==> src/rtl/serial_sink_to_memory.sv <==
// Receives start-bit framed serial flits, deserializes {payload, dest} and queues them in a show-ahead FIFO.
// Latency: start bit at edge 0, data at edges 1..FW, stored at edge FW+1, head visible right after it.
// Backpressure: registered busy reserves the last slot for an in-flight frame; frames arriving while full are dropped.
`ifndef ADDR_BITS
`define ADDR_BITS 4
`endif
`ifndef PAYLOAD_SIZE
`define PAYLOAD_SIZE 8
`endif

module serial_sink_to_memory #(
  parameter int id    = -1,
  parameter int DEPTH = 4,
  parameter int CNTW  = 16
) (
  input  logic                                 clk,
  input  logic                                 reset,
  input  logic                                 serial_in,
  output logic                                 busy,
  input  logic                                 rd_en,
  output logic                                 rd_valid,
  output logic [`PAYLOAD_SIZE+`ADDR_BITS-1:0]  rd_data,
  output logic [CNTW-1:0]                      pkt_count,
  output logic                                 misroute,
  output logic                                 overflow
);
  localparam int AB  = `ADDR_BITS;
  localparam int FW  = `PAYLOAD_SIZE + `ADDR_BITS;
  localparam int BCW = $clog2(FW);
  localparam int AW  = $clog2(DEPTH);
  localparam logic [AB-1:0] ID_ADDR = AB'(id);

  typedef enum logic [1:0] {IDLE, RECV, STORE} state_t;

  state_t          r_state;
  state_t          w_state_nxt;
  logic [BCW-1:0]  r_bit_cnt;
  logic [FW-1:0]   r_shreg;
  logic [FW-1:0]   r_mem [DEPTH];
  logic [AW-1:0]   r_wr_ptr;
  logic [AW-1:0]   r_rd_ptr;
  logic [AW:0]     r_count;
  logic [AW:0]     w_count_nxt;
  logic            r_busy;
  logic [CNTW-1:0] r_pkt_count;
  logic            r_misroute;
  logic            r_overflow;
  logic            w_full;
  logic            w_empty;
  logic            w_pop;
  logic            w_push;
  logic            w_last_bit;

  assign w_full      = (r_count == (AW+1)'(DEPTH));
  assign w_empty     = (r_count == '0);
  assign w_pop       = rd_en & ~w_empty;
  // A pop in the STORE cycle frees the slot the frame needs, so a full FIFO still accepts it.
  assign w_push      = (r_state == STORE) & (~w_full | w_pop);
  assign w_last_bit  = (r_bit_cnt == BCW'(FW - 1));
  assign w_count_nxt = r_count + (AW+1)'(w_push) - (AW+1)'(w_pop);

  assign busy      = r_busy;
  assign rd_valid  = ~w_empty;
  assign rd_data   = r_mem[r_rd_ptr];
  assign pkt_count = r_pkt_count;
  assign misroute  = r_misroute;
  assign overflow  = r_overflow;

  // Frame FSM state register.
  always_ff @(posedge clk or posedge reset) begin
    if (reset) r_state <= IDLE;
    else       r_state <= w_state_nxt;
  end

  // Next state: wait for start bit, collect FW bits, spend one cycle storing.
  always_comb begin
    w_state_nxt = r_state;
    case (r_state)
      IDLE:    if (serial_in) w_state_nxt = RECV;
      RECV:    if (w_last_bit) w_state_nxt = STORE;
      STORE:   w_state_nxt = IDLE;
      default: w_state_nxt = IDLE;
    endcase
  end

  // Deserializer: bits arrive LSB first and land at their final position.
  always_ff @(posedge clk or posedge reset) begin
    if (reset) begin
      r_bit_cnt <= '0;
      r_shreg   <= '0;
    end else begin
      case (r_state)
        IDLE: if (serial_in) r_bit_cnt <= '0;
        RECV: begin
          r_shreg[r_bit_cnt] <= serial_in;
          r_bit_cnt          <= w_last_bit ? '0 : r_bit_cnt + BCW'(1);
        end
        default: ;
      endcase
    end
  end

  // Show-ahead FIFO storage and pointers; power-of-2 depth lets pointers wrap naturally.
  always_ff @(posedge clk or posedge reset) begin
    if (reset) begin
      for (int i = 0; i < DEPTH; i++) r_mem[i] <= '0;
      r_wr_ptr <= '0;
      r_rd_ptr <= '0;
      r_count  <= '0;
    end else begin
      if (w_push) begin
        r_mem[r_wr_ptr] <= r_shreg;
        r_wr_ptr        <= r_wr_ptr + AW'(1);
      end
      if (w_pop) r_rd_ptr <= r_rd_ptr + AW'(1);
      r_count <= w_count_nxt;
    end
  end

  // Link status: busy looks at next-cycle occupancy; the other flags are sticky until reset.
  always_ff @(posedge clk or posedge reset) begin
    if (reset) begin
      r_busy      <= 1'b0;
      r_pkt_count <= '0;
      r_misroute  <= 1'b0;
      r_overflow  <= 1'b0;
    end else begin
      r_busy <= (w_count_nxt == (AW+1)'(DEPTH)) |
                ((w_count_nxt == (AW+1)'(DEPTH - 1)) & (r_state != IDLE));
      if (w_push) begin
        r_pkt_count <= r_pkt_count + CNTW'(1);
        if (r_shreg[AB-1:0] != ID_ADDR) r_misroute <= 1'b1;
      end
      if ((r_state == STORE) && !w_push) r_overflow <= 1'b1;
    end
  end

endmodule

==> config.mk <==
export PLATFORM = sky130hd
export DESIGN_NAME = serial_sink_to_memory
export DESIGN_NICKNAME = d
export VERILOG_FILES = /design/src/rtl/serial_sink_to_memory.sv
export SDC_FILE = /design/constraint.sdc
export NUM_CORES = 1
export LEC_CHECK = 0
export CAP_MARGIN = 40
export CORE_UTILIZATION = 46
export CTS_BUF_LIST = sky130_fd_sc_hd__clkbuf_8
export DETAILED_ROUTE_END_ITERATION = 8
export HOLD_SLACK_MARGIN = 0.15
export PLACE_DENSITY = 0.66
export SYNTH_ARGS = -nofsm -noshare
export SYNTH_HDL_FRONTEND = slang
export SYNTH_SLANG_ARGS = --single-unit
==> constraint.sdc <==
create_clock -name clk -period 4.33 [get_ports clk]
set_input_delay 0.6495 -clock clk [delete_from_list [all_inputs] [get_ports clk]]
set_output_delay 0.6495 -clock clk [all_outputs]
set_load 0.01 [all_outputs]
; ---- Word-level counts from Yosys, hierarchy flattened
; Index checks and enable logic that the tools add are counted.
[totals]
wordCells = 69
out_inout_bits = 32
reg_bits = 92
[op_classes]
bitwise = 9
n_mux = 15
reduce_logical = 11
add_sub_neg = 6
order_cmp = 5
n_eq_ne = 9
[op_table]
columns = operator, count
row1 = $bwmux W48, 1
row2 = $mux W12, 3
row3 = $bmux W12 S2, 1
row4 = $demux W12 S2, 1
row5 = $add A16 B1 Y16 const B, 1
row6 = $bwmux W12, 1
row7 = $mux W4, 2
row8 = $pmux W4 S2, 1
row9 = $eq A3 B3 Y1 const B, 2
row10 = $ge A3 B3 Y1 const B, 2
row11 = $not A2 Y3, 2
row12 = $reduce_and A2 Y1, 3
row13 = $lt A4 B5 Y1 const B, 1
row14 = $add A2 B1 Y2 const B, 2
row15 = $add A4 B1 Y4 const B, 1
row16 = $demux W1 S4, 1
row17 = $eq A4 B4 Y1 const B, 1
row18 = $ge A4 B1 Y1 const B, 1
row19 = $mux W2, 2
row20 = $ne A2 B2 Y1 const B, 2
row21 = $ne A4 B4 Y1 const B, 1
row22 = $pmux W2 S2, 1
row23 = $reduce_bool A2 Y1, 2
row24 = $add A3 B1 Y3, 1
row25 = other kinds (13), 19

; ---- Depth between registers and ports, before layout
; Gate-level depths: netlist of the first run.
[depth]
depth_word = 10
mapped_depth = 13
ltp_nobuf = 12

; ---- Worst setup path after synthesis of the first run
; Ideal clock, no wire load.
[synth_timing]
kind = input port to flip-flop
startpoint = in rd_en
endpoint = reg r_busy, in the netlist busy
stages = 12
required_time_ns = 4.199
slack_ns = 1.456
t_arrival_ns = 2.743
setup_ns = 0.131
path_cell_list = or4b_4 > and2_4 > buf_12 > inv_1 > ha_1 > inv_1 > ha_1 > inv_1 > fa_1 > xnor2_1 > xnor2_1 > o21ai_0
[synth_between]
elab_chain_len = 8
elab_cells_between_ends = 9
[synth_rtl]
columns = element, line_no
row1 = from (decl), 20  ; input logic rd_en,
row2 = $and A1 B1 Y1 (*), 56  ; assign w_pop = rd_en & ~w_empty;
row3 = $or A1 B1 Y1, 58  ; assign w_push = (r_state == STORE) & (~w_full | w_pop);
row4 = $and A1 B1 Y1, 58
row5 = $add A3 B1 Y3, 60  ; assign w_count_nxt = r_count + (AW+1)'(w_push) - (AW+1)'(w_pop);
row6 = $sub A3 B1 Y3 (*), 60
row7 = named net w_count_nxt[2], 43  ; logic [AW:0] w_count_nxt;
row8 = $eq A3 B2 Y1, 129  ; ((w_count_nxt == (AW+1)'(DEPTH - 1)) & (r_state != IDLE));
row9 = $and A1 B1 Y1, 129
row10 = $or A1 B1 Y1 (*), 128  ; r_busy <= (w_count_nxt == (AW+1)'(DEPTH)) |
row11 = to (signal assigned), 128
row12 = to (decl), 44  ; logic r_busy;
; The timed path passes the listed nets; every way through them passes the cells marked *.
; A chain may end at the register's enable or synchronous reset.

; ---- Worst setup path after layout of the first run
; Same ends and word-level chain as after synthesis.

==> results of run 1 <==
[routing by layer]
layer	up-vias	wire length [um]	GRT usage	part of all wire
met5	-	0	0	0
met4	0	93	0.0543	0.012
met3	8	291	0.0443	0.038
met2	46	3560	0.263	0.46
met1	1223	3720	0.243	0.49
li1	1126	-	-	-
[power by group]
part	internal [uW]	total (uW)	switching, uW
clock	307	582	275
sequential	1040	1290	255
combinational	374	630	257
total	1720	2500	786
[per-stage QoR]
stage                     utilization  hold WS [ns]  area, um^2  power, uW  cells
final                           0.537         0.471        4960       2500    468
after global routing            0.537         0.508        4960       2660    468
after CTS                       0.537         0.481        4960       2530    468
after detailed placement        0.515         0.469        4760       1940    453
after global placement          0.515         0.462        4760       1920    453
after floorplan                     -         0.474        4370       1740    302
[cell families (layout without fill, tap and decap cells)]
logic type | count (synthesis) | count (layout) | synth area share
compound gates | 13 | 13 | 0.0177
fa+ha+maj | 12 | 12 | 0.0360
mux | 72 | 72 | 0.251
simple gates | 65 | 65 | 0.0847
flops | 92 | 92 | 0.526
xor+xnor | 21 | 21 | 0.0420
buf+inv | 27 | 64 | 0.0426
[final cells by class]
class / count / share of cell area
tap: 129 / 0.0325
clock buffer: 12 / 0.0333
clock inverter: 3 / 0.00756
multi-input combinational: 183 / 0.380
inverter: 12 / 0.00933
sequential: 92 / 0.464
timing repair buffer: 37 / 0.0736
[critical path, delay by kind of cell]
| family | cells | cell delay (ns) |
|---|---|---|
| compound gates | 1 | 0.08 |
| fa+ha+maj | 3 | 0.73 |
| simple gates | 3 | 0.85 |
| xor+xnor | 2 | 0.38 |
| buf+inv | 4 | 0.64 |
[state kept, by name, summed over array words and instances (netlist names)]
| register | count |
|---|---|
| r_bit_cnt | 4 |
| r_rd_ptr | 2 |
| r_shreg | 12 |
| r_mem | 48 |
| overflow | 1 |
| misroute | 1 |
| busy | 1 |
| r_count | 3 |
| r_wr_ptr | 2 |
| pkt_count | 16 |
| r_state | 2 |
[path summary, 6_finish.rpt]
path,depth (start not counted),endpoint,from,slack (ns)
min,1,pkt_count[15],pkt_count[15],0.47
max in group asynchronous,3,r_mem[14],reset,2.80
max reg2reg,12,busy,r_count[1],1.49
min reg2reg,1,pkt_count[15],pkt_count[15],0.47
max,13,busy,rd_en,1.27
min in group asynchronous,2,overflow,reset,0.71
[cell usage in the layout (no fill, tap or decap)]
cell type         n
mux4_2           12
o21ai_0           5
bufinv_16         1
a21oi_1           3
nor2b_1           1
and2_4            1
and2_1            1
nand3b_1          1
and3_1            5
o211ai_1          1
clkdlybuf4s50_1  35
nor2_1            4
inv_1            13
nor3b_1           1
mux2_2           20
nand2b_1          2
xnor2_1          20
and4_1            3
nand3_1           7
o21bai_1          2
xor2_1            1
nand2_4           4
fa_1              1
buf_4             2
or4b_4            1
dfrtp_1          92
nand2_1          23
ha_1             11
nand4_1           6
or3_1             1
o31ai_1           1
clkinv_2          1
clkbuf_8         12
nor3_1            2
nor4b_1           1
a21o_1            1
nor4_1            1
mux2_4           40
==> run_results.csv, run 1 <==
group,metric,value,unit
run_status,run_status,"finished clean",
cells_and_area,antenna_cells,0,
critical_path,critical-path-max-stage-delay,0.50,ns
place,numPortBuffers,35,
critical_path,worstPathRequired,4.60,ns
cts,post_cts_buffers,0,
place,post-place-ws,0.913,ns
critical_path,crit_fanout,19,
cells_and_area,nFillCells,772,
synthesis,seq_area_frac_synth,0.526,
timing,slew_headroom,0.428,
synthesis,yosysWarnings,0,
cells_and_area,ff_latch_area,2300,um^2
cts,clkSlewWorstSetupHoldPaths,0.08,ns
timing,setup_viol_count_final,0,
critical_path,crit_type,"input pin to register",
cts,cts.path.max_buffers,2,
cts,numCtsBuffers,9,
critical_path,crit_path_start_kind,"input pin",
cells_and_area,synthToLayoutAreaGrowth,13.5,%
timing,tightest_slew,0.857,ns
synthesis,synth-seq-cells,92,
timing,fmax,0.327,GHz
cts,cts_resized,0,
timing,fin_crit,3.06,ns
timing,tns,0,ns
synthesis,avgSynthCellArea,14.5,um^2
place,routabilityCongestion,0.746,
floorplanning,pin_count,36,
routing,dr.pass1.iters,4,
place,dp_hpwl,5.04,mm
synthesis,yosysTopAreaCell,"dfrtp_1",
synthesis,syn-num-nets,318,
timing,finalClockSkew,0.00910,ns
critical_path,worstPathCellList,"clkdlybuf4s50_1 > or4b_4 > and2_4 > inv_1 > ha_1 > inv_1 > ha_1 > inv_1 > fa_1 > xnor2_1 > xnor2_1 > nand3b_1 > o21ai_0",
cts,h-tree-depth,3,
synthesis,synth_edf_count,0,
synthesis,yosysMostFrequentCell,"dfrtp_1",
routing,routedWlPerCell,16.4,um
pwr,cellPowerDensity,504,nW/um^2
synthesis,synth_common_cells,"dfrtp_1, mux2_4, nand2_1, mux2_2, xnor2_1",
synthesis,netlist_instances,302,
timing,post-route-worst-setup-slack,1.27,ns
job,maxCapViolations,0,
grt,grt_pass1_vias,2473,
cells_and_area,fin_nets,351,
synthesis,synth_top_area_frac,0.526,
cts,cts_tree,"done",
timing,hold_viol,0,
grt,grt_pass1_wl,12.9,mm
routing,ant_nets,0,
cts,cts.sink_count,92,
critical_path,arrival,3.33,ns
synthesis,synth_ff_type,"dfrtp_1",
cts,clock_latency,0.35,ns
synthesis,netlist_area,4370,um^2
grt,grtUsageTotal,0.173,
floorplanning,start_util,0.473,
routing,route.detailed.drc,0,
hold_path,hold_path_class,"register to register",
routing,wl,7.67,mm
floorplanning,die_width,99.5,um
routing,via_per_inst,5.13,
pwr,power.leakage,0.00242,uW
routing,vias,2403,
floorplanning,core_area,9240,um^2
routing,drtIter0Drc,117,
timing,slew_violations,0,
floorplanning,die_h,99.5,um
cells_and_area,layout-drive-gt1-share,0.277,
grt,grt_antenna_before_repair,0,
cells_and_area,multiInputGateArea,1890,um^2
synthesis,ys_top_cells_by_area,"dfrtp_1, mux2_4, mux4_2",
synthesis,synthArstFlopShare,1.00,
cts,ctsHoldBuffers,0,
pwr,irDropWorstVdd,366,uV
critical_path,crit_slowest_cell,"or4b_4",
timing,finalCritPeriodShare,0.706,
critical_path,crit_path_end_kind,"register",
grt,overflow,0,
grt,grt_start_max_net_pins,45,
critical_path,crit_top_cell,"inv_1",
timing,rsz0062_at_grt,"false",
floorplanning,rows,35,
synthesis,netlist-cell-type-count,36,
cts,cts_root_buf,"clkbuf_8",
floorplanning,die_area,9900,um^2
(Power assumes the default switching activity.)
==> inputs of run 2 (changes only) <==
Settings changed: PLACE_DENSITY 0.66 to 0.68.
Clock period 4.33 ns to 2.65 ns, I/O delays scaled along.
==> run 2 against run 1 <==
Against the previous run:
- via count is 1.9% higher
- clock power is 75% higher
- combinational power is 100% higher
- critical path type unchanged
- largest cell class unchanged
==> run_results.csv, run 2 (synthesized netlist as in run 1, its figures left out) <==
group,metric,value,unit
critical_path,r2r_start,"r_count[0]",
floorplanning,die_width,99.5,um
cells_and_area,antenna_cells,0,
place,place_area,4860,um^2
hold_path,hold_path_class,"register to register",
hold_path,min_from,"misroute",
cts,clock_latency,0.36,ns
place,placed_cells,462,
grt,grt_antenna_before_repair,0,
grt,overflow,0,
run_status,run_status,"finished clean",
pwr,pwr-share-clk,0.237,
cts,numCtsBuffers,9,
routing,drtIter0Drc,104,
routing,via_per_inst,5.10,
routing,route.detailed.drc,0,
pwr,power.leakage,0.00249,uW
floorplanning,pin_count,36,
critical_path,crit_slowest_cell,"or4b_4",
critical_path,rrSetupSlack,0.03,ns
critical_path,worstPathRequired,2.93,ns
cells_and_area,layout_common_cells,"dfrtp_1, mux2_4, clkdlybuf4s50_1",
pwr,irDropWorstVdd,620,uV
critical_path,crit_path_start_kind,"input pin",
cts,clkSlewWorstSetupHoldPaths,0.09,ns
cells_and_area,final_common_cell,"dfrtp_1",
grt,grt_pass1_wl,13.1,mm
cells_and_area,fin_nets,362,
timing,slew_headroom,0.561,
cts,cts_tree,"done",
cells_and_area,regMostFlops,"r_mem",
timing,rsz0062_at_grt,"true",
cells_and_area,synthToLayoutAreaGrowth,17.2,%
timing,fmax,0.380,GHz
floorplanning,die_h,99.5,um
floorplanning,rows,35,
cells_and_area,largest_reg_flops,48,
cells_and_area,layout-drive-gt1-share,0.333,
routing,ant_nets,0,
hold_path,whs_path_depth,1,
grt,grt_pass1_vias,2575,
place,numPortBuffers,35,
timing,fin_crit,2.63,ns
cells_and_area,design_area,5130,um^2
pwr,power.switching,1400,uW
critical_path,cp_num_buf_inv,4,
pwr,combPwrFrac,0.299,
routing,routedWlPerCell,16.4,um
critical_path,crit_path_end_kind,"register",
floorplanning,die_area,9900,um^2
timing,slew_violations,0,
critical_path,rr_worst_depth,12,
pwr,power.share.switching,0.325,
floorplanning,start_util,0.473,
critical_path,cp_top_family,"simple AND/OR/NAND/NOR gates",
timing,tightest_slew,0.658,ns
pwr,p_int,2910,uW
routing,dr.pass1.iters,4,
cts,cts_root_buf,"clkbuf_8",
floorplanning,core_area,9240,um^2
critical_path,arrival,2.91,ns
timing,setup_viol_count_final,0,
timing,finalCritPeriodShare,0.993,
cts,h-tree-depth,3,
pwr,cellPowerDensity,841,nW/um^2
hold_path,whs_endpoint,"misroute",
job,maxCapViolations,0,
critical_path,crit_type,"input pin to register",
cells_and_area,post-route-util,0.555,
cells_and_area,final_cells,480,
cts,cts.sink_count,92,
place,routabilityCongestion,0.806,
critical_path,critical-path-max-stage-delay,0.50,ns
critical_path,worstPathCellList,"clkdlybuf4s50_1 > or4b_4 > and2_4 > inv_4 > ha_4 > inv_2 > ha_2 > inv_2 > fa_2 > xnor2_2 > xnor2_2 > nand3b_1 > o21ai_1",
timing,finalClockSkew,0.0113,ns
cts,cts.path.max_buffers,2,
timing,hold_viol,0,
critical_path,crit_fanout,3,
grt,grt_start_max_net_pins,43,
grt,grtUsageTotal,0.173,
place,dp_hpwl,5.28,mm
routing,wl,7.87,mm
critical_path,reg2reg_to,"busy",
pwr,pwr-share-seq,0.464,
routing,vias,2449,
## run 2: layer usage
metal | up-vias | wire length [um] | track usage
met4 | 0 | 102 | 0.0543
met2 | 36 | 3810 | 0.281
met3 | 8 | 209 | 0.0394
met1 | 1256 | 3750 | 0.233
met5 | - | 0 | 0
li1 | 1149 | - | -
## run 2: final cells by class
| class | count | area, um^2 |
|---|---|---|
| clock buffers | 11 | 151 |
| clock inverters | 5 | 67.6 |
| fillers | 775 | 4110 |
| inverters | 12 | 51.3 |
| multi-input cells | 183 | 1920 |
| flip-flops and latches | 92 | 2300 |
| well taps | 129 | 161 |
| repair buffers | 48 | 473 |
## run 2: metrics by stage
step / hold slack, ns / power [uW] / TNS (ns) / setup WS (ns)
2_1_floorplan: 0.474 / 2840 / 0 / 0.0126
3_3_place_gp: 0.442 / 3200 / -0.419 / -0.279
3_5_place_dp: 0.447 / 3250 / -0.707 / -0.413
4_1_cts: 0.467 / 4280 / 0 / 0.0386
5_1_grt: 0.485 / 4560 / -0.0707 / -0.0707
6_report: 0.459 / 4310 / 0 / 0.0192
## run 2: timing repair
item,CTS,global route
pin swaps,2,5
buffers inserted,0,2
setup endpoints to repair,1,1
hold endpoints to repair,0,0
hold buffers,0,0
resized for setup,1,8
## run 2: power by group through the flow
stage          combinational, uW  clock [uW]  sequential, uW
6_report                    1290        1020            2000
3_3_place_gp                1190           0            2010
4_1_cts                     1230        1050            2000
3_5_place_dp                1220           0            2030
5_1_grt                     1420        1100            2040
2_1_floorplan                915           0            1930
## run 2: worst max path at each step
stage	startpoint	endpoint	slack [ns]	cells past startpoint
6_report	rd_en	busy	0.02	13
5_1_grt	r_count[0]	busy	-0.07	12
4_1_cts	rd_en	busy	0.04	13
3_5_place_dp	rd_en	busy	-0.41	13
3_3_place_gp	rd_en	busy	-0.28	13
2_1_floorplan	rd_en	busy	0.01	13
## run 2: worst register-to-register path, cell delays in order (launching register included)
cell and delay, ns:
dfrtp_1 0.40, or4b_4 0.55, and2_4 0.17, inv_4 0.06
ha_4 0.19, inv_2 0.04, ha_2 0.15, inv_2 0.04
fa_2 0.40, xnor2_2 0.16, xnor2_2 0.20, nand3b_1 0.10
o21ai_1 0.09
==> RTL change 1, RTL diff (config.mk and constraints of run 1) <==
The output `busy` loses its register stage (`r_busy` becomes a continuous assignment).
--- a/src/rtl/serial_sink_to_memory.sv
+++ b/src/rtl/serial_sink_to_memory.sv
@@ -120,13 +120,10 @@
   // Link status: busy looks at next-cycle occupancy; the other flags are sticky until reset.
   always_ff @(posedge clk or posedge reset) begin
     if (reset) begin
-      r_busy      <= 1'b0;
       r_pkt_count <= '0;
       r_misroute  <= 1'b0;
       r_overflow  <= 1'b0;
     end else begin
-      r_busy <= (w_count_nxt == (AW+1)'(DEPTH)) |
-                ((w_count_nxt == (AW+1)'(DEPTH - 1)) & (r_state != IDLE));
       if (w_push) begin
         r_pkt_count <= r_pkt_count + CNTW'(1);
         if (r_shreg[AB-1:0] != ID_ADDR) r_misroute <= 1'b1;
@@ -135,5 +132,7 @@
     end
   end
 
+  assign r_busy = (w_count_nxt == (AW+1)'(DEPTH)) | ((w_count_nxt == (AW+1)'(DEPTH - 1)) & (r_state != IDLE));
+
 endmodule
 
Behaviour: same outputs for any inputs over 10 cycles, from zero or initial values and one cycle with reset high; that may be too few to reach the edited logic, so the function may still have changed.
==> RTL change 1 against run 1 <==
Register-to-register slack better by 160 ps. Critical path type is now in2out. Wire length up 0.37%. Via count up 2.0%. Total power up 2.2%. Cell area down 0.10%. Synthesized area down 0.69%. Worst setup slack worse by 1100 ps. Synthesized cell count up 0.99%. Sequential cell count down 1. Critical path depth up 1.
==> RTL change 1: results (changes against run 1) <==
status=finished, final reports clean (unchanged); met1 WL=3650 um (was 3720 um); CP delay by family, top=buffers and inverters (was simple AND/OR/NAND/NOR gates); Slowest cell on crit path=or4b_4 (unchanged); GR Util met3=4.92% (was 4.43%); Final Hold Slack=489 ps (was 471 ps); Largest register FFs=48 (unchanged); YS warnings=0 (unchanged); Worst-path clk slew=100 ps (was 80 ps); type of the most critical hold path=reg2reg (unchanged); GR Util met2=27.3% (was 26.3%); dpl hpwl=5070 um (was 5040 um); layout cells sized above 1=29.0% (was 27.7%); reg2reg setup slack=1650 ps (was 1490 ps); Slew HR=45.7% (was 42.8%); Crit Reg-Reg Endpoint=r_count[2] (was busy); Hold Path Cell Cnt=1 (unchanged); post-synthesis sequential area ratio=52.4% (was 52.6%); Async SR Flop Fraction=100% (unchanged); deepest level of the CTS H-tree=3 (unchanged); GPL Wtd Cong=0.740 (was 0.746); Routed WL=7690 um (was 7670 um); mux contribution to synthesized area=25.2% (was 25.1%); Total Routing Usage GR=17.3% (about the same); Max FO, Critical Path=3 (was 19); Clock Tree Buf Depth=2 (unchanged); largest net degree at the start of global routing=43 (was 45); Synth Area in Adders=3.63% (was 3.60%); post-synth cell types=37 (was 36); Worst Min Path Start=pkt_count[15] (unchanged); Synth Area in Compound Gates=1.79% (was 1.77%); first-pass GRT wire length=13000 um (was 12900 um); Num CTS Buffers=9 (unchanged); ranking of synthesized cells by area=dfrtp_1 52%, mux2_4 14%, mux4_2 6.2%, mux2_2 5.2%, ha_1 3.2% (was dfrtp_1 53%, mux2_4 14%, mux4_2 6.2%, mux2_2 5.1%, xnor2_1 4.0%); XOR/XNOR share of the synthesized area=4.23% (was 4.20%); Root Buffer=clkbuf_8 (unchanged); Nets=359 (was 351); Hold EP=pkt_count[15] (unchanged); Critical R2R Launch=r_count[1] (unchanged); vias=2452 (was 2403); met3 WL post-DR=312 um (was 291 um); vias in the first global route=2522 (was 2473); cells on worst reg2reg path=11 (was 12); DR WL met2=3640 um (was 3560 um); global route overflow=0 (unchanged); GRT met1 Usage=23.4% (was 24.3%); Initial DRC Count=81 (was 117); Pre-antenna DRT Iters=4 (unchanged); Max rail drop VDD=488 uV (was 366 uV); synth cell count leaders=91 x dfrtp_1, 40 x mux2_4, 25 x nand2_1 (was 92 x dfrtp_1, 40 x mux2_4, 23 x nand2_1); syn_nets=321 (was 318); Leak Pwr=2.46 nW (was 2.42 nW); final clock skew=8.67 ps (was 9.10 ps); Clk Latency, worst-skew pair=360 ps; critical path's largest stage delay=between 400 and 500 ps; Top Layer Used=met4 (unchanged)
==> RTL change 1: cell families (layout without fill, tap and decap cells) <==
kind of cell / after synthesis / after routing
flip-flops: 91 / 91
AND/OR/NAND/NOR: 69 / 69
adder cells (fa/ha/maj): 12 / 12
XOR/XNOR: 21 / 21
AO/OA/AOI/OAI: 13 / 13
buffers and inverters: 27 / 70
multiplexers: 72 / 72
==> RTL change 1: worst register-to-register path, cell delays in order, from the launching register on <==
cell and delay, ps:
dfrtp_1 450, or4b_4 540, and2_4 150, inv_1 70, ha_1 230, inv_1 60
ha_1 120, inv_1 40, fa_1 370, xnor2_1 150, xnor2_1 270, buf_4 170
==> RTL change 1: through the flow <==
stage | instances | cell area (sq um) | TNS [ps] | setup WS [ps]
floorplan | 305 | 4340 | 0 | 738
global placement | 442 | 4740 | 0 | 31.6
detailed placement | 442 | 4740 | -48.1 | -48.1
CTS | 459 | 4960 | 0 | 211
global route | 459 | 4960 | 0 | 25.7
finish | 459 | 4960 | 0 | 184
==> RTL change 1: cell type report <==
class,count,area [sq um]
fillers,785,4240
flip-flops and latches,91,2280
multi-input cells,187,1890
repair buffers,41,394
well taps,111,139
clock buffers,10,138
clock inverters,6,71.3
inverters,13,50.0
==> RTL change 1: worst max path at each step <==
stage	startpoint	to	slack [ps]
final	rd_en	busy	180
after global routing	rd_en	busy	30
after CTS	rd_en	busy	210
after detailed placement	rd_en	busy	-50
after global placement	rd_en	busy	30
after floorplan	rd_en	busy	740
==> RTL change 1: report_power, final <==
group	internal, mW	switching, mW	leakage [nW]
Sequential	1.02	0.248	1.21
Clock	0.289	0.317	0.0999
Combinational	0.403	0.280	1.15
==> RTL change 1: what timing repair did <==
action / in CTS / in global routing
setup buffers: 1 / 0
endpoints found under the setup margin: 1 / 0
resized for setup: 1 / 0
==> RTL change 2, RTL diff (settings of run 1) <==
Made on the original files. The macro `PAYLOAD_SIZE` goes from 8 to 4.
--- a/src/rtl/serial_sink_to_memory.sv
+++ b/src/rtl/serial_sink_to_memory.sv
@@ -5,7 +5,7 @@
 `define ADDR_BITS 4
 `endif
 `ifndef PAYLOAD_SIZE
-`define PAYLOAD_SIZE 8
+`define PAYLOAD_SIZE 4
 `endif
 
 module serial_sink_to_memory #(
Interface: changed (resized rd_data); port bits go from 36 to 32. The function was not compared with the original's and may differ.
==> RTL change 2 against run 1 <==
Wire length shrank 27%. Sequential power shrank 19%. Synthesized area shrank 27%. Global-route usage grew 0.28 points. Cell area shrank 23%. Register-to-register slack gained 240 ps. Clock power shrank 17%. Clock skew shrank 1.1 ps. Worst hold slack gained 4.8 ps. Total power shrank 14%. Non-clock buffer count shrank 4. Via count shrank 22%. Sequential cell count shrank 21. Worst setup slack gained 170 ps. Largest cell class unchanged.
==> RTL change 2: results (changes against run 1) <==
status=finished, final reports clean (unchanged); placed standard-cell area=0.00362 sq mm (was 0.00476 sq mm); post-synthesis sequential area ratio=55.5% (was 52.6%); Final Non-Filler Cells=347 (was 468); WL/cell=16.0 um (was 16.4 um); Max FO, Critical Path=10 (was 19); Clk Latency, worst-skew pair=340 ps; Root Buffer=clkbuf_8 (unchanged); GR Util met3=3.89% (was 4.43%); buffer count from post-CTS setup fixing=0 (unchanged); DRC viols=0 (unchanged); number of port buffers=31 (was 35); ant diodes=0 (unchanged); CP delay by family, top=adder cells (was simple AND/OR/NAND/NOR gates); Initial DRC Count=63 (was 117); Total Routing Usage GR=17.5% (was 17.3%); Leak Pwr=1.78 nW (was 2.42 nW); Cells after DPL=333 (was 453); GPL Wtd Cong=0.775 (was 0.746); Pre-antenna DRT Iters=4 (unchanged); type of the most critical hold path=reg2reg (unchanged); Resized cells post-CTS=0 (unchanged); dpl ws=1070 ps (was 913 ps); overall die width=85.4 um (was 99.5 um); first-pass GRT wire length=9480 um (was 12900 um); Slowest cell on crit path=nor4b_4 (was or4b_4); Post-DRT Antenna Nets=0 (unchanged); post-synth cell types=37 (was 36); Slew HR=57.1% (was 42.8%); Max rail drop VDD=338 uV (was 366 uV); ranking of synthesized cells by area=dfrtp_1 56%, mux2_1 11%, mux4_2 5.6%, ha_1 3.5%, mux2_2 3.2% (was dfrtp_1 53%, mux2_4 14%, mux4_2 6.2%, mux2_2 5.1%, xnor2_1 4.0%); GR Util met2=25.7% (was 26.3%); syn_nets=238 (was 318); Largest register FFs=32 (was 48); Post-Synthesis Cells=224 (was 302); layout cells sized above 1=16.1% (was 27.7%); Fin. Hold Viols=0 (unchanged); worst path arrival time=3090 ps (was 3330 ps); Psw=0.684 mW (was 0.786 mW); Sequential cell area=0.00178 sq mm (was 0.00230 sq mm); Nets=278 (was 351); top_reg_cell synth=dfrtp_1 (unchanged); Async SR Flop Fraction=100% (unchanged); synth cell count leaders=71 x dfrtp_1, 32 x mux2_1, 11 x xnor2_1 (was 92 x dfrtp_1, 40 x mux2_4, 23 x nand2_1); Clock Tree Buf Depth=2 (unchanged); fillers=577 (was 772); vias in the first global route=1860 (was 2473); vias per std cell=5.37 (was 5.13); antenna violations before repair=0 (unchanged); dpl hpwl=3770 um (was 5040 um); YS warnings=0 (unchanged); Num CTS Buffers=9 (unchanged); critical path's largest stage delay=510 ps; final clock skew=7.97 ps (was 9.10 ps); GRT met1 Usage=24.7% (was 24.3%); Reg with most FFs=r_mem (unchanged); largest net degree at the start of global routing=28 (was 45); Worst-path clk slew=70 ps; deepest level of the CTS H-tree=3 (unchanged)
## RTL change 2: final cells by class
class                      count  area share, %
tap                           80           2.63
clock inverter                 1         0.0987
inverter                       9          0.889
timing repair buffer          33           8.89
sequential                    71           46.7
clock buffer                  13           4.71
multi-input combinational    140           36.0
## RTL change 2: worst register-to-register path, delay by kind of cell (launching register included)
| kind | cells | cell delay [ps] |
|---|---|---|
| DFF | 1 | 430 |
| xor gates and xnor gates | 2 | 370 |
| adders and majority gates | 3 | 680 |
| AOI/OAI and AO/OA | 1 | 120 |
| buffers and inverters | 2 | 160 |
| and+or+nand+nor | 2 | 720 |
## RTL change 2: cells by family (layout without fill, tap and decap cells)
group           count (synthesis)  in the layout  share of synthesized area, %
simple gates                   51             51                          10.7
compound gates                  9              9                          2.15
xor+xnor                       20             20                          5.48
flops                          71             71                          55.5
buf+inv                        13             56                          1.64
fa+ha+maj                      10             10                          4.15
mux                            50             50                          20.4
## RTL change 2: metal layers
metal  wire, um  share of wire [%]
met5          0                  0
met4        114                2.0
met3        177                3.2
met2       2550                 46
met1       2730                 49
## RTL change 2: final timing paths
kind	start	to	slack (ps)	depth (start not counted)
hold / removal	pkt_count[15]	pkt_count[15]	480	1
hold reg to reg	pkt_count[15]	pkt_count[15]	480	1
min in group asynchronous	reset	r_shreg[1]	630	2
setup reg to reg	r_count[1]	busy	1730	10
max in group asynchronous	reset	r_mem[31]	3010	3
setup / recovery	rd_en	busy	1440	11
## RTL change 2: power groups by stage
stage	registers [mW]	logic (mW)	clock network [mW]
after floorplan	0.971	0.488	0
after global placement	1.07	0.605	0
after detailed placement	1.07	0.619	0
after CTS	1.06	0.622	0.499
after global routing	1.09	0.683	0.532
final	1.05	0.613	0.481
